## src/rtl/hazard_fwd_unit_pkg.sv

```systemverilog
// Shared encodings, slot record type and Tnew/Tuse helpers for the
// hazard/forwarding controller.
package hazard_fwd_unit_pkg;

    localparam int unsigned ADR_W  = 5;
    localparam int unsigned DATA_W = 32;
    localparam int unsigned T_W    = 2;

    localparam logic [T_W-1:0]   T_NONE   = 2'd3;
    localparam logic [T_W-1:0]   T_MAX    = 2'd2;
    localparam logic [ADR_W-1:0] REG_ZERO = '0;

    typedef struct packed {
        logic [ADR_W-1:0]  adr;
        logic [DATA_W-1:0] val;
        logic [T_W-1:0]    tnew;
        logic              ld;
    } slot_t;

    // Clamp a raw Tnew value to the 0..T_MAX range.
    function automatic logic [T_W-1:0] sat_t(input logic [4:0] t);
        return (t > 5'(T_MAX)) ? T_MAX : t[T_W-1:0];
    endfunction

    // A D-stage source must wait while its producer needs longer than its Tuse.
    function automatic logic src_stall(
        input logic [ADR_W-1:0] adr,
        input logic [T_W-1:0]   tuse,
        input logic [ADR_W-1:0] e_adr,
        input logic [T_W-1:0]   e_tnew,
        input logic [ADR_W-1:0] m_adr,
        input logic [T_W-1:0]   m_tnew
    );
        if (adr == REG_ZERO || tuse == T_NONE) return 1'b0;
        return ((adr == e_adr) && (e_tnew > tuse)) ||
               ((adr == m_adr) && (m_tnew > tuse));
    endfunction

endpackage

```

## src/rtl/hazard_fwd_unit_fwd_mux.sv

```systemverilog
// Address-match priority selector: youngest ready producer (E, then M,
// then W) wins; register zero always reads the raw value.
module fwd_mux
    import hazard_fwd_unit_pkg::*;
(
    input  logic [ADR_W-1:0]  src_adr,
    input  logic [DATA_W-1:0] raw,
    input  logic [ADR_W-1:0]  e_adr,
    input  logic [DATA_W-1:0] e_val,
    input  logic              e_rdy,
    input  logic [ADR_W-1:0]  m_adr,
    input  logic [DATA_W-1:0] m_val,
    input  logic              m_rdy,
    input  logic [ADR_W-1:0]  w_adr,
    input  logic [DATA_W-1:0] w_val,
    input  logic              w_rdy,
    output logic [DATA_W-1:0] fwd
);

    always_comb begin
        fwd = raw;
        if (src_adr != REG_ZERO) begin
            if (e_rdy && (e_adr == src_adr)) begin
                fwd = e_val;
            end else if (m_rdy && (m_adr == src_adr)) begin
                fwd = m_val;
            end else if (w_rdy && (w_adr == src_adr)) begin
                fwd = w_val;
            end
        end
    end

endmodule

```

## src/rtl/hazard_fwd_unit.sv

```systemverilog
// Five-stage MIPS hazard/forwarding controller: carries the E write record
// through M and W slots, drives the GRF write port, forwards and stalls.
module hazard_fwd_unit
    import hazard_fwd_unit_pkg::*;
#(
    parameter int unsigned NREG = 32
) (
    input  logic                      clk,
    input  logic                      reset,
    input  logic [$clog2(NREG)-1:0]   D_rs_adr,
    input  logic [$clog2(NREG)-1:0]   D_rt_adr,
    input  logic [1:0]                D_tuse_rs,
    input  logic [1:0]                D_tuse_rt,
    input  logic [31:0]               D_rs_reg,
    input  logic [31:0]               D_rt_reg,
    input  logic [$clog2(NREG)-1:0]   E_rs_adr,
    input  logic [$clog2(NREG)-1:0]   E_rt_adr,
    input  logic [31:0]               E_rs_reg,
    input  logic [31:0]               E_rt_reg,
    input  logic [$clog2(NREG)-1:0]   E_regw_adr,
    input  logic [31:0]               E_reg_write,
    input  logic [4:0]                E_T,
    input  logic [31:0]               E_alu_res,
    input  logic [$clog2(NREG)-1:0]   M_rt_adr,
    input  logic [31:0]               M_rt_reg,
    input  logic [31:0]               M_rdata,
    output logic                      stall,
    output logic [31:0]               D_rs_fwd,
    output logic [31:0]               D_rt_fwd,
    output logic [31:0]               E_rs_fwd,
    output logic [31:0]               E_rt_fwd,
    output logic [31:0]               M_rt_fwd,
    output logic                      W_we,
    output logic [$clog2(NREG)-1:0]   W_adr,
    output logic [31:0]               W_data
);

    slot_t m_q, m_d;
    slot_t w_q, w_d;

    logic [T_W-1:0] e_tnew;
    logic           e_rdy;
    logic           m_rdy;

    always_comb begin
        e_tnew = sat_t(E_T);
        e_rdy  = (E_T == 5'd0);
        m_rdy  = (m_q.tnew == 2'd0);

        // Tnew decrements by one per stage, floored at zero.
        m_d.adr  = E_regw_adr;
        m_d.tnew = (e_tnew == 2'd0) ? 2'd0 : e_tnew - 2'd1;
        m_d.val  = e_rdy ? E_reg_write : E_alu_res;
        m_d.ld   = (e_tnew >= T_MAX);

        w_d.adr  = m_q.adr;
        w_d.val  = m_q.ld ? M_rdata : m_q.val;
        w_d.tnew = 2'd0;
        w_d.ld   = 1'b0;
    end

    always_ff @(posedge clk or negedge reset) begin
        if (!reset) begin
            m_q <= '0;
            w_q <= '0;
        end else begin
            m_q <= m_d;
            w_q <= w_d;
        end
    end

    always_comb begin
        stall = src_stall(D_rs_adr, D_tuse_rs, E_regw_adr, e_tnew, m_q.adr, m_q.tnew) |
                src_stall(D_rt_adr, D_tuse_rt, E_regw_adr, e_tnew, m_q.adr, m_q.tnew);
        W_we   = (w_q.adr != REG_ZERO);
        W_adr  = w_q.adr;
        W_data = w_q.val;
    end

    fwd_mux u_d_rs (
        .src_adr(D_rs_adr), .raw(D_rs_reg),
        .e_adr(E_regw_adr), .e_val(E_reg_write), .e_rdy(e_rdy),
        .m_adr(m_q.adr),    .m_val(m_q.val),     .m_rdy(m_rdy),
        .w_adr(w_q.adr),    .w_val(w_q.val),     .w_rdy(1'b1),
        .fwd(D_rs_fwd)
    );

    fwd_mux u_d_rt (
        .src_adr(D_rt_adr), .raw(D_rt_reg),
        .e_adr(E_regw_adr), .e_val(E_reg_write), .e_rdy(e_rdy),
        .m_adr(m_q.adr),    .m_val(m_q.val),     .m_rdy(m_rdy),
        .w_adr(w_q.adr),    .w_val(w_q.val),     .w_rdy(1'b1),
        .fwd(D_rt_fwd)
    );

    // E and M consumers cannot take the E-stage early value; that lane is disabled.
    fwd_mux u_e_rs (
        .src_adr(E_rs_adr), .raw(E_rs_reg),
        .e_adr(E_regw_adr), .e_val(E_reg_write), .e_rdy(1'b0),
        .m_adr(m_q.adr),    .m_val(m_q.val),     .m_rdy(m_rdy),
        .w_adr(w_q.adr),    .w_val(w_q.val),     .w_rdy(1'b1),
        .fwd(E_rs_fwd)
    );

    fwd_mux u_e_rt (
        .src_adr(E_rt_adr), .raw(E_rt_reg),
        .e_adr(E_regw_adr), .e_val(E_reg_write), .e_rdy(1'b0),
        .m_adr(m_q.adr),    .m_val(m_q.val),     .m_rdy(m_rdy),
        .w_adr(w_q.adr),    .w_val(w_q.val),     .w_rdy(1'b1),
        .fwd(E_rt_fwd)
    );

    fwd_mux u_m_rt (
        .src_adr(M_rt_adr), .raw(M_rt_reg),
        .e_adr(E_regw_adr), .e_val(E_reg_write), .e_rdy(1'b0),
        .m_adr(m_q.adr),    .m_val(m_q.val),     .m_rdy(1'b0),
        .w_adr(w_q.adr),    .w_val(w_q.val),     .w_rdy(1'b1),
        .fwd(M_rt_fwd)
    );

endmodule
```

## config.mk

```make
export PLATFORM = sky130hd
export DESIGN_NAME = hazard_fwd_unit
export DESIGN_NICKNAME = d
export VERILOG_FILES = /design/src/rtl/hazard_fwd_unit_pkg.sv /design/src/rtl/hazard_fwd_unit_fwd_mux.sv /design/src/rtl/hazard_fwd_unit.sv
export SDC_FILE = /design/constraint.sdc
export NUM_CORES = 1
export LEC_CHECK = 0
export BUFFER_PORTS_ARGS = -buffer_cell sky130_fd_sc_hd__buf_4
export CORE_ASPECT_RATIO = 1.4
export CORE_MARGIN = 4
export CORE_UTILIZATION = 32
export CTS_CLUSTER_SIZE = 16
export DETAILED_ROUTE_END_ITERATION = 16
export PLACE_DENSITY = 0.67
export SLEW_MARGIN = 10
export SYNTH_ARGS = -nofsm -noshare
export SYNTH_HDL_FRONTEND = slang
export SYNTH_HIERARCHICAL = 1
export SYNTH_SLANG_ARGS = --single-unit
```

## constraint.sdc

```tcl
create_clock -name clk -period 2.8 [get_ports clk]
set_clock_uncertainty 0.05 [all_clocks]
set_input_delay 0.56 -clock clk [delete_from_list [all_inputs] [get_ports clk]]
set_output_delay 0.56 -clock clk [all_outputs]
set_load 0.01 [all_outputs]
```

==> results of run 1 <==
state kept, by name, indices dropped and copies added, names as in the netlist:
register  count
W_adr         5
m_q          40
W_data       32
power groups by stage:
stage               registers, mW  clock network (mW)  logic [mW]
global placement             1.39                   0        2.22
detailed placement           1.39                   0        2.25
CTS                          1.37                1.36        2.39
global route                 1.39                1.38        2.69
floorplan                    1.31                   0       0.891
finish                       1.39                1.34        2.61
worst paths after layout:
path	from	end	slack (ps)	cells after the start
worst max-delay path	E_T[2]	D_rt_fwd[23]	-280	11
worst min register to register	m_q[38]$_DFF_PN0_	W_adr[3]$_DFF_PN0_	490	0
worst max register to register	m_q[0]$_DFF_PN0_	W_data[9]$_DFF_PN0_	1040	2
max in group asynchronous	reset	W_adr[2]$_DFF_PN0_	1730	2
worst min-delay path	reset	W_data[7]$_DFF_PN0_	240	1
min in group clk	E_T[1]	m_q[0]$_DFF_PN0_	350	2
area by class of cell:
type | instances | area, um^2 | area share, %
Antenna cell | 6 | 15.0 | 0.0738
Clock buffer | 9 | 225 | 1.11
Clock inverter | 5 | 77.6 | 0.381
Inverter | 8 | 30.0 | 0.148
Multi-Input combinational cell | 1240 | 10600 | 52.3
Sequential cell | 77 | 1940 | 9.54
Tap cell | 467 | 584 | 2.87
Timing Repair Buffer | 752 | 6820 | 33.5
synth_stat cells (8+ instances only):
library cell / n / area (um^2)
and3_1: 190 / 1190
nor2_1: 172 / 646
a31oi_1: 160 / 1000
a21boi_0: 135 / 1010
o31ai_1: 135 / 1010
a211oi_1: 95 / 713
dfrtp_1: 77 / 1930
clkbuf_1: 76 / 285
a211oi_2: 65 / 813
xnor2_1: 51 / 447
buf_2: 45 / 225
xor2_1: 44 / 385
mux2_2: 35 / 394
buf_6: 30 / 338
mux2_4: 29 / 435
o31ai_2: 25 / 313
nand2_1: 21 / 78.8
ha_1: 8 / 100
inv_1: 8 / 30.0
nor3_1: 8 / 40.0
layer usage:
layer  vias to the layer above  global-route usage [%]
met5                         -                       0
met3                       487                    8.38
met1                      8186                    43.9
met4                         2                    25.4
met2                      1619                    60.7
li1                       6949                       -
worst max-delay path: stages:
cell	delay, ps
buf_6	90
or4_4	540
buf_6	150
nor2_8	120
and3_4	240
buf_6	130
buf_12	140
a31oi_1	100
o31ai_1	100
buf_4	180
buf_6	100
logic make-up after synthesis:
| kind of cell | count (synthesis) | synth area share [%] |
|---|---|---|
| AOI/OAI and AO/OA | 626 | 41.0 |
| and+or+nand+nor | 436 | 19.4 |
| buffers and inverters | 175 | 8.74 |
| xor gates and xnor gates | 95 | 6.93 |
| DFF | 77 | 16.0 |
| muxes | 64 | 6.91 |
| adders and majority gates | 8 | 0.833 |
| other | 2 | 0.0625 |
metrics by stage:
step / std cells / power, mW / setup TNS [ps] / utilization (%) / instance area, um^2
after floorplan: 1491 / 2.20 / -15.7 / - / 12100
after global placement: 2473 / 3.61 / -15300 / 47.1 / 17400
after detailed placement: 2473 / 3.63 / -16270 / 47.1 / 17400
after CTS: 2521 / 5.12 / -23620 / 51.1 / 18800
after global routing: 2564 / 5.47 / -35320 / 55.2 / 20300
final: 2564 / 5.34 / -28320 / 55.2 / 20300
repair_timing:
action	CTS	global route
gates resized for setup	170	235
gates cloned	5	5
buffers inserted	34	36
endpoints found under the setup margin	161	161
pin swaps	148	69
==> results.py, run 1 <==
metrics = {
    "setup_path": {
        "cp.required_ps": 2190,
        "crit_type": "in -> out",
        "cp-end-kind": "output port",
        "cp.arrival_ps": 2470,
        "start_kind": "primary input",
        "worst-path-max-fanout": 8,
    },
    "power_and_ir_drop": {
        "clockPowerShare_pct": 25.1,
        "p_sw_mw": 2.10,
        "internal_power_mw": 3.24,
        "pwr-share-comb_pct": 48.8,
        "p_leak_nw": 9.11,
        "ir_worst_vdd_v": 0.000219,
        "powerDensity_nw_per_um2": 263,
        "switching_share_pct": 39.4,
        "power_frac_seq_pct": 26.1,
    },
    "drt": {
        "via_per_inst": 6.73,
        "totalWireLength_um": 84000,
        "m1WireLength_um": 29200,
        "drc": 0,
        "detail-route-antenna-nets": 0,
        "dr.pass1.iters": 6,
        "drtIter0Drc": 2342,
        "vias": 17243,
        "route.top_layer_used": "met5",
        "met3_length_um": 9190,
        "wl_met2_um": 38600,
        "wl_per_cell_um": 32.8,
    },
    "logic_synthesis": {
        "synth_flop_cell": "dfrtp_1",
        "ys_async_sr_fraction_pct": 100,
        "yosysSeqAreaShare_pct": 16.0,
        "syn_inst": 1483,
        "syn_avg_cell_area_um2": 8.10,
        "yosys_warnings": 6,
        "synth-edff-count": 0,
        "syn_area_um2": 12000,
        "synth.distinct_cells": 40,
        "ys_ff_latch": 77,
    },
    "grt": {
        "antenna_found_initial": 7,
        "first_global_vias": 16961,
        "grt_overflow": 0,
        "grt_usage_pct": 37.5,
        "grt_first_pass_wirelength_um": 114000,
        "grt_max_degree": 54,
    },
    "clocking": {
        "clk_latency_ps": 380,
        "cts_tree": "done",
        "cts_inserted_buffers": 9,
        "cts.sinks": 77,
        "ctsHoldBuffers": 0,
        "htreeDepth": 3,
        "cts_buffer_depth": 2,
        "cts_root_buffer": "clkbuf_16",
        "path_clk_slew_ps": 60,
    },
    "sta": {
        "tightest_slew_ps": 4280,
        "hold_violations": 0,
        "final.setup.worst_slack_ps": -283,
        "max-slew-margin-rel_pct": -187,
        "setup_viol": 161,
        "clock.fmax_ghz": 0.324,
        "rsz0062_at_grt": "true",
        "holdWs_ps": 241,
        "post-route-min-period_ps": 3080,
        "finalCritPeriodShare_pct": 110,
        "slew_viol_final": 135,
    },
    "hold_path": {
        "hp-class": "in -> async",
    },
    "place": {
        "portBuffers": 495,
        "place.gp.congestion": 0.944,
        "dp.final_hpwl_um": 58300,
        "pre_cts_ws_ps": -350,
    },
    "status": {
        "violations": "slew limit, setup timing",
        "status": "complete, but fails checks",
    },
    "flow_run": {
        "drv_cap": 0,
    },
    "floorplan": {
        "core_um2": 36900,
        "start_util_pct": 32.6,
        "ios": 496,
        "rows": 83,
        "die_w_um": 172,
        "die-area_um2": 40700,
        "dieHeight_um": 237,
    },
    "final_layout": {
        "area_growth_pct": 69.3,
        "mostFrequentLayoutCells": "609 x buf_4, 186 x and3_1, 149 x a31oi_1, 143 x nor2_1, 114 x a21boi_0",
        "drive_gt1_share_pct": 56.0,
        "mostFrequentLayoutCell": "buf_4",
        "nets": 2393,
        "num-fill-cells": 3334,
    },
}
Note: power is estimated with default switching activity, not from simulation.
==> run 2: changes to the inputs <==
--- a/config.mk
+++ b/config.mk
@@ -12,6 +12,7 @@
 export CTS_CLUSTER_SIZE = 16
 export DETAILED_ROUTE_END_ITERATION = 16
 export PLACE_DENSITY = 0.67
+export SKIP_CTS_REPAIR_TIMING = 1
 export SLEW_MARGIN = 10
 export SYNTH_ARGS = -nofsm -noshare
 export SYNTH_HDL_FRONTEND = slang
==> run 2 against run 1 <==
  * The flow still finishes with violations (slew limit, setup timing)
  * Final cell count decreased by 0.86%
  * Non-clock buffer count decreased by 22
  * Register-to-register slack improved by 50 ps
  * Worst hold slack about the same
  * Critical endpoint is now D_rt_fwd[17]
  * First-iteration DRC count increased by 7.1%
  * Via count decreased by 0.13%
==> results.py, run 2 (synthesized netlist as in run 1, its figures left out) <==
metrics = {
    "flow_run": {
        "drv_cap": 0,
    },
    "grt": {
        "grt_max_degree": 54,
        "grt_first_pass_wirelength_um": 111000,
        "antenna_found_initial": 8,
        "grt_overflow": 0,
        "first_global_vias": 16440,
        "grt_usage_pct": 36.6,
    },
    "sta": {
        "post-route-min-period_ps": 3090,
        "max-slew-margin-rel_pct": -206,
        "hold_violations": 0,
        "rsz0062_at_grt": "true",
        "clock.fmax_ghz": 0.323,
        "final.setup.worst_slack_ps": -293,
        "slew_viol_final": 135,
        "finalSetupTns_ps": -30440,
        "finalCritPeriodShare_pct": 110,
        "tightest_slew_ps": 4570,
        "setup_viol": 160,
    },
    "final_layout": {
        "drive_gt1_share_pct": 53.9,
        "regMostFlops": "m_q",
        "mostFrequentLayoutCell": "buf_4",
        "area_growth_pct": 63.9,
        "largest_reg_flops": 40,
        "seq_area_um2": 1940,
        "nets": 2371,
        "num-fill-cells": 3444,
        "multi_input_area_um2": 10300,
        "fin_area_um2": 19700,
        "mostFrequentLayoutCells": "614 x buf_4, 188 x and3_1, 159 x nor2_1, 156 x a31oi_1, 119 x a21boi_0",
    },
    "power_and_ir_drop": {
        "power_frac_seq_pct": 26.4,
        "pwr-share-comb_pct": 48.2,
        "ir_worst_vdd_v": 0.000213,
        "switching_share_pct": 39.3,
        "powerDensity_nw_per_um2": 268,
        "clockPowerShare_pct": 25.4,
        "p_sw_mw": 2.07,
        "internal_power_mw": 3.20,
        "p_leak_nw": 8.85,
    },
    "floorplan": {
        "ios": 496,
        "die_w_um": 172,
        "start_util_pct": 32.6,
        "core_um2": 36900,
        "rows": 83,
        "dieHeight_um": 237,
        "die-area_um2": 40700,
    },
    "place": {
        "place.gp.congestion": 0.944,
        "dp.final_hpwl_um": 58300,
        "portBuffers": 495,
        "post_dp_cell_area_um2": 17400,
    },
    "clocking": {
        "cts_tree": "done",
        "htreeDepth": 3,
        "cts_inserted_buffers": 9,
        "cts_root_buffer": "clkbuf_16",
        "cts.sinks": 77,
        "cts_buffer_depth": 2,
        "path_clk_slew_ps": 60,
        "clk_latency_ps": 380,
    },
    "setup_path": {
        "worst-path-max-fanout": 7,
        "reg2reg_from": "m_q[0]$_DFF_PN0_",
        "crit_chain": "buf_6 > or4_4 > buf_6 > nor2_8 > and3_4 > nand2b_4 > buf_12 > o31ai_2 > buf_4",
        "start_kind": "primary input",
        "reg2regPathDepth": 2,
        "crit_top_cell": "buf_6",
        "cp-end-kind": "output port",
        "cp_slowest_cell": "or4_4",
        "cp.required_ps": 2190,
        "r2r_slack_ps": 1090,
        "crit_type": "in -> out",
        "reg2reg_to": "W_data[14]$_DFF_PN0_",
        "cp.arrival_ps": 2480,
        "critPathMaxStageDelay_ps": 550,
    },
    "drt": {
        "dr.pass1.iters": 6,
        "via_per_inst": 6.77,
        "drtIter0Drc": 2509,
        "drc": 0,
        "vias": 17221,
        "detail-route-antenna-nets": 0,
        "totalWireLength_um": 83000,
        "wl_per_cell_um": 32.6,
    },
    "status": {
        "violations": "slew limit, setup timing",
        "status": "complete, but fails checks",
    },
    "hold_path": {
        "hp-class": "in -> async",
    },
}
[run 2: how the worst max path moves through the flow]
stage                       startpoint            to  slack [ps]  cells after the start
finish                          E_T[2]  D_rt_fwd[17]        -290                      9
global route        W_adr[0]$_DFF_PN0_  D_rt_fwd[31]        -340                      8
CTS                 W_adr[4]$_DFF_PN0_   E_rt_fwd[5]        -540                      8
detailed placement              E_T[4]         stall        -350                      9
global placement                E_T[4]         stall        -360                      9
floorplan                       E_T[4]         stall         -20                      7
[run 2: worst max-delay path, delay by kind of cell]
family	cells	cell delay, ps
buffers and inverters	4	600
and+or+nand+nor	4	1200
AOI/OAI and AO/OA	1	120
[run 2: cell type report]
cell class	count	share of cell area (%)
inverter	8	0.152
clock buffer	9	1.14
tap	467	2.97
antenna	6	0.0762
multi-input combinational	1240	52.5
sequential	77	9.85
timing repair buffer	730	32.9
clock inverter	5	0.394
[run 2: layer usage]
| layer | track usage, % | up-vias | part of all wire [%] |
|---|---|---|---|
| li1 | - | 6903 | - |
| met1 | 44.1 | 8118 | 35 |
| met2 | 59.1 | 1708 | 46 |
| met3 | 6.92 | 490 | 11 |
| met4 | 24.0 | 2 | 8.5 |
| met5 | 0 | - | 0.024 |
[run 2: power by group through the flow]
| stage | clock, mW | combinational [mW] | sequential, mW |
|---|---|---|---|
| 3_5_place_dp | 0 | 2.25 | 1.39 |
| 3_3_place_gp | 0 | 2.22 | 1.39 |
| 2_1_floorplan | 0 | 0.891 | 1.31 |
| 5_1_grt | 1.38 | 2.63 | 1.39 |
| 4_1_cts | 1.36 | 2.25 | 1.37 |
| 6_report | 1.34 | 2.54 | 1.39 |
[run 2: through the flow]
stage / power, mW / util [%] / hold WS [ps] / std cells / setup WS (ps)
finish: 5.27 / 53.4 / 241 / 2542 / -293
global placement: 3.61 / 47.1 / 526 / 2473 / -359
global route: 5.39 / 53.4 / 284 / 2542 / -336
floorplan: 2.20 / - / 214 / 1491 / -15.7
CTS: 4.98 / 47.9 / 242 / 2487 / -543
detailed placement: 3.63 / 47.1 / 517 / 2473 / -350
==> run 3: changes to the inputs <==
==> constraint.sdc (replaced) <==
create_clock -name clk -period 2.8 [get_ports clk]
set_clock_uncertainty 0.05 [all_clocks]
set_input_delay 0.42 -clock clk [delete_from_list [all_inputs] [get_ports clk]]
set_output_delay 0.42 -clock clk [all_outputs]
set_load 0.01 [all_outputs]
==> run 3 against run 2 <==
  * The run still ends with slew limit, setup timing left
  * Via count is 3.3% lower
  * Count of clock-buffer cells in the layout is 1 higher
  * Total power is 4.4% lower
  * Critical path type is now reg -> out
  * Largest cell class unchanged
==> results.py, run 3 (synthesized netlist as in run 1, its figures left out) <==
metrics = {
    "setup_path": {
        "start_kind": "flop",
        "crit_family": "flip-flops",
        "critPathMaxStageDelay_ps": 510,
        "crit_start": "W_adr[1]$_DFF_PN0_",
        "cp_slowest_cell": "dfrtp_2",
        "worst-path-max-fanout": 7,
        "critPathBufInv": 2,
        "reg2reg_from": "m_q[0]$_DFF_PN0_",
        "cp.required_ps": 2330,
        "cp.arrival_ps": 2410,
        "crit_type": "reg -> out",
        "cp-end-kind": "output port",
        "crit_chain": "xor2_2 > nor2_4 > and2_4 > buf_12 > a211oi_1 > o31ai_2 > buf_4",
    },
    "drt": {
        "detail-route-antenna-nets": 0,
        "drc": 0,
        "drtIter0Drc": 2675,
        "dr.pass1.iters": 8,
        "totalWireLength_um": 80000,
        "wl_per_cell_um": 32.8,
        "vias": 16660,
        "via_per_inst": 6.82,
    },
    "clocking": {
        "cts_buffer_depth": 2,
        "htreeDepth": 3,
        "cts_tree": "done",
        "path_clk_slew_ps": 70,
        "cts.sinks": 77,
        "cts_root_buffer": "clkbuf_16",
        "clk_latency_ps": 380,
        "cts_inserted_buffers": 9,
    },
    "floorplan": {
        "die_w_um": 172,
        "rows": 83,
        "dieHeight_um": 237,
        "start_util_pct": 32.6,
        "die-area_um2": 40700,
        "ios": 496,
        "core_um2": 36900,
    },
    "sta": {
        "setup_viol": 56,
        "holdWs_ps": 3.16,
        "post-route-min-period_ps": 2880,
        "finalCritPeriodShare_pct": 103,
        "final.setup.worst_slack_ps": -84.8,
        "rsz0062_at_grt": "true",
        "max-slew-margin-rel_pct": -214,
        "tightest_slew_ps": 4700,
        "hold_violations": 0,
        "clock.fmax_ghz": 0.347,
        "slew_viol_final": 135,
    },
    "status": {
        "violations": "slew limit, setup timing",
        "status": "complete, but fails checks",
    },
    "grt": {
        "antenna_found_initial": 8,
        "grt_first_pass_wirelength_um": 108000,
        "grt_usage_pct": 35.4,
        "grt_overflow": 0,
        "first_global_vias": 15874,
        "grt_max_degree": 40,
    },
    "final_layout": {
        "largest_reg_flops": 40,
        "mostFrequentLayoutCells": "565 x buf_4, 186 x and3_1, 161 x nor2_1, 160 x a31oi_1, 118 x a21boi_0",
        "final_cells": 2442,
        "area_growth_pct": 51.3,
        "regMostFlops": "m_q",
        "drive_gt1_share_pct": 49.6,
        "mostFrequentLayoutCell": "buf_4",
        "num-fill-cells": 3537,
        "final_util_pct": 49.3,
        "nets": 2267,
    },
    "power_and_ir_drop": {
        "p_leak_nw": 8.12,
        "ir_worst_vdd_v": 0.000215,
        "powerDensity_nw_per_um2": 277,
        "power_mw": 5.04,
    },
    "place": {
        "place.gp.congestion": 0.941,
        "portBuffers": 495,
        "dp.final_hpwl_um": 55400,
        "dp.cells": 2385,
        "pre_cts_ws_ps": -101,
    },
    "hold_path": {
        "hp-class": "in -> async",
    },
    "flow_run": {
        "drv_cap": 0,
    },
}
run 3: worst paths after layout:
kind	to	slack, ps	cells past startpoint
worst max register to register	W_data[16]$_DFF_PN0_	1200	2
worst max-delay path	D_rs_fwd[16]	-80	7
worst min register to register	W_adr[4]$_DFF_PN0_	470	0
worst min-delay path	m_q[10]$_DFF_PN0_	3	1
min in group clk	m_q[26]$_DFF_PN0_	210	2
max in group asynchronous	m_q[0]$_DFF_PN0_	1980	2
run 3: final cells by class:
type                    count  area [um^2]  share of cell area, %
inverters                   8         30.0                  0.165
clock inverters             6         62.6                  0.344
flip-flops and latches     77         1940                   10.7
multi-input cells        1239         9980                   54.9
repair buffers            627         5320                   29.3
clock buffers              10          239                   1.31
well taps                 467          584                   3.21
diodes                      8         20.0                  0.110
run 3: through the flow:
step / TNS (ps) / instance area, um^2
finish: -1670 / 18200
global route: -5270 / 18200
CTS: -24810 / 16800
detailed placement: -152 / 16500
global placement: -162 / 16500
floorplan: 0 / 12000
run 3: power by group:
part	switching (mW)	leakage (nW)	internal, mW
Combinational	1.24	7.10	1.13
Clock	0.580	0.141	0.712
Sequential	0.208	0.882	1.18
Total	2.02	8.12	3.02
run 3: layer usage:
layer	track usage, %	part of all wire, %	vias up
met1	41.4	34	7858
met2	56.8	46	1666
met4	23.5	8.1	4
met3	9.17	12	441
li1	-	-	6691
met5	0	0.039	-
